<file path="config.mk">
export PLATFORM = sky130hd
export DESIGN_NAME = snoop_responder
export DESIGN_NICKNAME = d
export VERILOG_FILES = /design/src/rtl/snoop_responder.sv
export SDC_FILE = /design/constraint.sdc
export NUM_CORES = 1
export LEC_CHECK = 0
export ABC_AREA = 1
export CAP_MARGIN = 20
export CELL_PAD_IN_SITES_DETAIL_PLACEMENT = 2
export CELL_PAD_IN_SITES_GLOBAL_PLACEMENT = 2
export CORE_AREA = 2 2 78 80
export CTS_CLUSTER_DIAMETER = 120
export DETAILED_ROUTE_END_ITERATION = 8
export DIE_AREA = 0 0 80 82
export PLACE_DENSITY_LB_ADDON = 0.1
export SLEW_MARGIN = 20
export SYNTH_ARGS = -nofsm -noshare
export SYNTH_HDL_FRONTEND = slang
export SYNTH_SLANG_ARGS = --single-unit
</file>
<file path="constraint.sdc">
create_clock -name clk -period 1.1 [get_ports clk]
set_input_delay 0.11 -clock clk [delete_from_list [all_inputs] [get_ports clk]]
set_output_delay 0.11 -clock clk [all_outputs]
set_load 0.05 [all_outputs]
</file>
<file path="src/rtl/snoop_responder.sv">
// MSI snoop responder: looks up the local line on a bus snoop, supplies data and downgrades.
// Optional macro SNOOP_FLUSH_EN adds a memory flush after an exclusive line is supplied for GetS.
module snoop_responder #(
    parameter int unsigned ADDR_W  = 8,
    parameter int unsigned INDEX_W = 4,
    parameter int unsigned DATA_W  = 8,
    parameter int unsigned BEATS   = 4,
    parameter int unsigned BEAT_W  = 2
) (
    input  logic               clk,
    input  logic               reset,
    input  logic               snoop_in,
    input  logic [1:0]         snoop_func,
    input  logic [ADDR_W-1:0]  snoop_addr,
    output logic               tag_req,
    input  logic               tag_gnt,
    output logic [INDEX_W-1:0] tag_idx,
    input  logic [1:0]         tag_stat,
    input  logic               tag_match,
    output logic               stat_wr,
    output logic [1:0]         stat_new,
    output logic               data_rd,
    output logic [BEAT_W-1:0]  data_beat,
    input  logic [DATA_W-1:0]  data_in,
    output logic               snoop_hit,
    output logic               snoop_ready,
    output logic               snoop_valid,
    output logic [DATA_W-1:0]  snoop_data,
    output logic               mem_wr,
    output logic               mem_cs,
    input  logic               mem_ready,
    output logic               busy
);

    localparam logic [1:0] FuncGetS = 2'b10;
    localparam logic [1:0] FuncGetX = 2'b01;
    localparam logic [1:0] StatExcl = 2'b11;
    localparam logic [1:0] StatShrd = 2'b10;
    localparam logic [1:0] StatInvl = 2'b00;

    typedef enum logic [2:0] {
        StIdle,
        StReq,
        StLook,
        StSupply,
        StFlush,
        StUpdate
    } state_e;

    state_e              state_q, state_d;
    logic [1:0]          func_q, func_d;
    logic [INDEX_W-1:0]  idx_q, idx_d;
    logic [BEAT_W-1:0]   beat_q, beat_d;
    logic                hit_q, hit_d;
    logic                wr_q, wr_d;
    logic [1:0]          tgt_q, tgt_d;
    logic                flush_q, flush_d;
    logic                in_q;
    logic                valid_q;
    logic [DATA_W-1:0]   data_q;
    logic                is_getx;

    assign is_getx = (func_q == FuncGetX);

    always_comb begin
        state_d = state_q;
        func_d  = func_q;
        idx_d   = idx_q;
        beat_d  = beat_q;
        hit_d   = hit_q;
        wr_d    = wr_q;
        tgt_d   = tgt_q;
        flush_d = flush_q;
        unique case (state_q)
            StIdle: begin
                if (snoop_in && !in_q && (snoop_func == FuncGetS || snoop_func == FuncGetX)) begin
                    func_d  = snoop_func;
                    idx_d   = snoop_addr[INDEX_W-1:0];
                    state_d = StReq;
                end
            end
            StReq: begin
                if (tag_gnt) state_d = StLook;
            end
            StLook: begin
                hit_d   = 1'b0;
                wr_d    = 1'b0;
                tgt_d   = StatInvl;
                flush_d = 1'b0;
                state_d = StIdle;
                if (tag_match) begin
                    if (tag_stat == StatExcl) begin
                        hit_d   = 1'b1;
                        wr_d    = 1'b1;
                        tgt_d   = is_getx ? StatInvl : StatShrd;
                        flush_d = !is_getx;
                        state_d = StSupply;
                    end else if (tag_stat == StatShrd) begin
                        // A shared copy only needs to answer reads; GetX just drops it.
                        if (is_getx) begin
                            wr_d    = 1'b1;
                            state_d = StUpdate;
                        end else begin
                            hit_d   = 1'b1;
                            tgt_d   = StatShrd;
                            state_d = StSupply;
                        end
                    end
                end
            end
            StSupply: begin
                if (beat_q == BEAT_W'(BEATS - 1)) begin
                    beat_d = '0;
`ifdef SNOOP_FLUSH_EN
                    state_d = flush_q ? StFlush : StUpdate;
`else
                    state_d = StUpdate;
`endif
                end else begin
                    beat_d = beat_q + BEAT_W'(1);
                end
            end
            StFlush: begin
`ifdef SNOOP_FLUSH_EN
                if (mem_ready) state_d = StUpdate;
`else
                state_d = StUpdate;
`endif
            end
            StUpdate: begin
                hit_d   = 1'b0;
                state_d = StIdle;
            end
            default: state_d = StIdle;
        endcase
    end

    always_ff @(posedge clk or negedge reset) begin
        if (!reset) begin
            state_q <= StIdle;
            func_q  <= '0;
            idx_q   <= '0;
            beat_q  <= '0;
            hit_q   <= 1'b0;
            wr_q    <= 1'b0;
            tgt_q   <= '0;
            flush_q <= 1'b0;
            // Preset high so a request already asserted at reset release is not a new edge.
            in_q    <= 1'b1;
            valid_q <= 1'b0;
            data_q  <= '0;
        end else begin
            state_q <= state_d;
            func_q  <= func_d;
            idx_q   <= idx_d;
            beat_q  <= beat_d;
            hit_q   <= hit_d;
            wr_q    <= wr_d;
            tgt_q   <= tgt_d;
            flush_q <= flush_d;
            in_q    <= snoop_in;
            valid_q <= data_rd;
            if (data_rd) data_q <= data_in;
        end
    end

    assign busy        = (state_q != StIdle);
    assign tag_req     = busy;
    assign tag_idx     = idx_q;
    assign data_rd     = (state_q == StSupply);
    assign data_beat   = beat_q;
    assign stat_wr     = (state_q == StUpdate) && wr_q;
    assign stat_new    = stat_wr ? tgt_q : 2'b00;
    assign snoop_hit   = hit_q;
    assign snoop_ready = (state_q == StUpdate) && hit_q;
    assign snoop_valid = valid_q;
    assign snoop_data  = data_q;

`ifdef SNOOP_FLUSH_EN
    assign mem_wr = (state_q == StFlush);
    assign mem_cs = (state_q == StFlush);

    logic unused_bits;
    assign unused_bits = ^snoop_addr[ADDR_W-1:INDEX_W];
`else
    assign mem_wr = 1'b0;
    assign mem_cs = 1'b0;

    logic unused_bits;
    assign unused_bits = ^{snoop_addr[ADDR_W-1:INDEX_W], mem_ready, flush_q};
`endif

endmodule

</file>
==> impl_metrics.ini, run 1 <==
[status]
outcome = complete, but fails checks
violations = setup timing

[placement]
place_inst = 263
pre_cts_ws_ns = -0.258
dp_hpwl_um = 2720
gp_congestion = 0.649
portBuffers = 42

[clock_network]
cts_tree = yes
cts.reportedPaths.clkPinSlew_ns = 0.10
clk_path_buf_depth = 2
ctsHtreeMaxLevel = 1
cts_sinks = 24
root_buffer = clkbuf_8
insertion_delay_ns = 0.28
cts_buffers = 3

[synthesis]
synth_top_family_by_area = simple AND/OR/NAND/NOR gates
ys_types = 22
async_reset_ff_share_pct = 100
yosys.area_share.xor_xnor_pct = 0
synthTopCellsByArea = dfrtp_1 51%, nand2_1 19%, inv_1 4.4%, nand3_1 3.6%, buf_4 2.7%
syn_area_sq_um = 1120
ys_top_cells_by_count = 58 x nand2_1, 23 x dfrtp_1, 13 x inv_1, 8 x nand3_1, 8 x nor2_1
yosysTopAreaCellShare_pct = 51.4
ys.flop_type = dfrtp_1
yosysMostFrequentCell = nand2_1
yosys.area_share.simple_pct = 31.8
synth_edf_count = 0
syn_inst = 137
yosysSeqAreaShare_pct = 53.7
synth_adder_area_share_pct = 1.12
synth.avg_cell_area_sq_um = 8.17
yosys_warnings = 0
synth-compound-area-share_pct = 4.25
synth.mux.area_fraction_pct = 0
yosys.area.top_type = dfrtp_1
ys_ff_latch = 24

[grt]
grt_overflow = 0
grt_max_degree = 25
grt.total_usage_pct = 12.9
grt_pass1_vias = 1254
grt_pass1_wl_um = 6340
antenna_found_initial = 0

[sta]
clock.fmax_ghz = 0.703
drv_slew = 0
hold_viol_final = 0
min_period_ns = 1.42
setup_tns_ns = -4.97
fin_skew_ns = 0.00724
finalCritPeriodShare_pct = 129
fin_ws_ns = -0.323
setup_viol = 30
rsz0062_at_grt = yes

[worst_hold_path]
hp-class = input pin to async pin

[die]
num_rows = 28
ioPinCount = 51
start_util_pct = 19.5
dieWidth_um = 80
core_area_sq_um = 5750
die-area_sq_um = 6560
die_y_um = 82

[run]
max_cap_violations = 0

[routing]
wl_um = 4000
drc = 0
vias_per_cell = 4.02
post_drt_wl_per_cell_um = 14.2
drt_iter0_drc = 25
firstDrtPassIters = 4
final_antenna_net_count = 0
route.vias.total = 1133

[setup_path]
ff2ff_setup_slack_ns = -0.20
crit_buf_inv = 3
cpLargestDelayFamily = flip-flops
required_ns = 0.99
startpoint_type = flop
path_cells = inv_2, nand3_2, buf_6, nor3_4, buf_12
cp.arrival_ns = 1.31
cp-end-kind = primary output
slowest_delay_ns = 0.41
path_class = flop to primary output
cp_max_fo = 4
cpMaxStageDelayCell = dfrtp_1

[finish]
regArea_sq_um = 607
nets = 235
multiInputGateArea_sq_um = 582
antennaDiodeCount = 0
fin_cells = 282
n_fill_cell = 619
drive_gt1_share_pct = 46.4
layout-area-overhead-vs-synth_pct = 108

[pwr]
pwr_density_cell_nw_per_um2 = 3370
vdd_drop_max_mv = 2.00
p_leak_nw = 1.08
==> where the power goes <==
part	switching, mW	total [mW]	internal, mW
sequential	0.426	1.73	1.31
clock	0.330	0.818	0.488
combinational	2.79	5.30	2.51
total	3.55	7.85	4.30
==> stage by stage <==
| step | hold slack, ns | area [sq um] | total power [mW] | utilization (%) |
|---|---|---|---|---|
| after detailed placement | 0.486 | 1970 | 6.10 | 34.4 |
| final | 0.168 | 2330 | 7.85 | 40.6 |
| after global routing | 0.180 | 2330 | 8.33 | 40.6 |
| after CTS | 0.168 | 2270 | 7.70 | 39.5 |
| after global placement | 0.481 | 1970 | 5.97 | 34.4 |
| after floorplan | -0.186 | 1170 | 3.84 | - |
==> cells by family (layout without fill, tap and decap cells) <==
logic type / Yosys count / after routing
flops: 24 / 24
simple gates: 82 / 82
compound gates: 8 / 8
buf+inv: 21 / 89
fa+ha+maj: 1 / 1
other cells: 1 / 3
==> worst paths after layout <==
kind,start,to,depth (start not counted)
hold / removal,reset,tag_idx[3],2
max in group asynchronous,reset,in_q,2
setup reg to reg,state_q[2],state_q[2],8
hold reg to reg,func_q[0],func_q[0],2
setup / recovery,state_q[1],stat_new[1],5
min in group clk,snoop_in,in_q,1
==> cells in the final DEF, fill, tap and decap left out, types with 3 or more instances in the layout <==
cell type,Yosys,final
clkdlybuf4s50_1,0,20
nor2_4,1,8
inv_1,13,9
nor2_1,8,3
dfrtp_2,0,4
conb_1,1,3
nand3_1,8,3
nand2_2,1,6
clkbuf_8,0,3
nand2_1,58,52
nand3_4,1,4
nand3_2,1,3
buf_12,0,23
dfrtp_1,23,19
buf_4,4,11
inv_2,2,4
o21ai_2,1,5
inv_4,1,3
buf_6,0,15
==> metal layers <==
layer / vias to the layer above / wire, um / track usage, % / part of all wire (%)
li1: 549 / - / - / -
met2: 28 / 2080 / 22.7 / 52
met5: - / 0 / 0 / 0
met3: 5 / 168 / 2.75 / 4.2
met4: 0 / 67 / 5.59 / 1.7
met1: 551 / 1680 / 15.3 / 42
==> sequential cells by signal, summed over array words and instances, names as in the netlist <==
name and flops:
func_q 2, tgt_q 1, snoop_data 8, snoop_valid 1
in_q 1, tag_idx 4, wr_q 1, state_q 3
snoop_hit 1, data_beat 2
==> cell type report <==
type                       count  area share, %
inverter                      16           2.90
multi-input combinational     94           24.9
sequential                    24           26.0
clock inverter                 1           1.29
tap                           75           4.02
clock buffer                   3           1.77
timing repair buffer          69           39.1
==> repair_timing <==
item                                   CTS  global route
setup buffers                           11             6
setup endpoints to repair               28            29
resized for setup                       41            13
cloned                                   0             0
endpoints found under the hold margin    0             0
pin swaps                                5            13
hold buffers                             0             0
==> worst register-to-register path, cell delays in order (launching register included) <==
cell and delay (ns):
dfrtp_1 0.44, inv_2 0.10, buf_4 0.15, buf_6 0.11, nand3_4 0.06, nor2_4 0.05, nor2_4 0.13, nand2_2 0.07
a21oi_2 0.13
Note: power is estimated with default switching activity, not from simulation.
==> inputs of run 2 (changes only) <==
Settings changed: CTS_CLUSTER_DIAMETER 120 to 100.
==> results of run 2 <==
Final layout, timing and power as in run 1 (identical DEF).
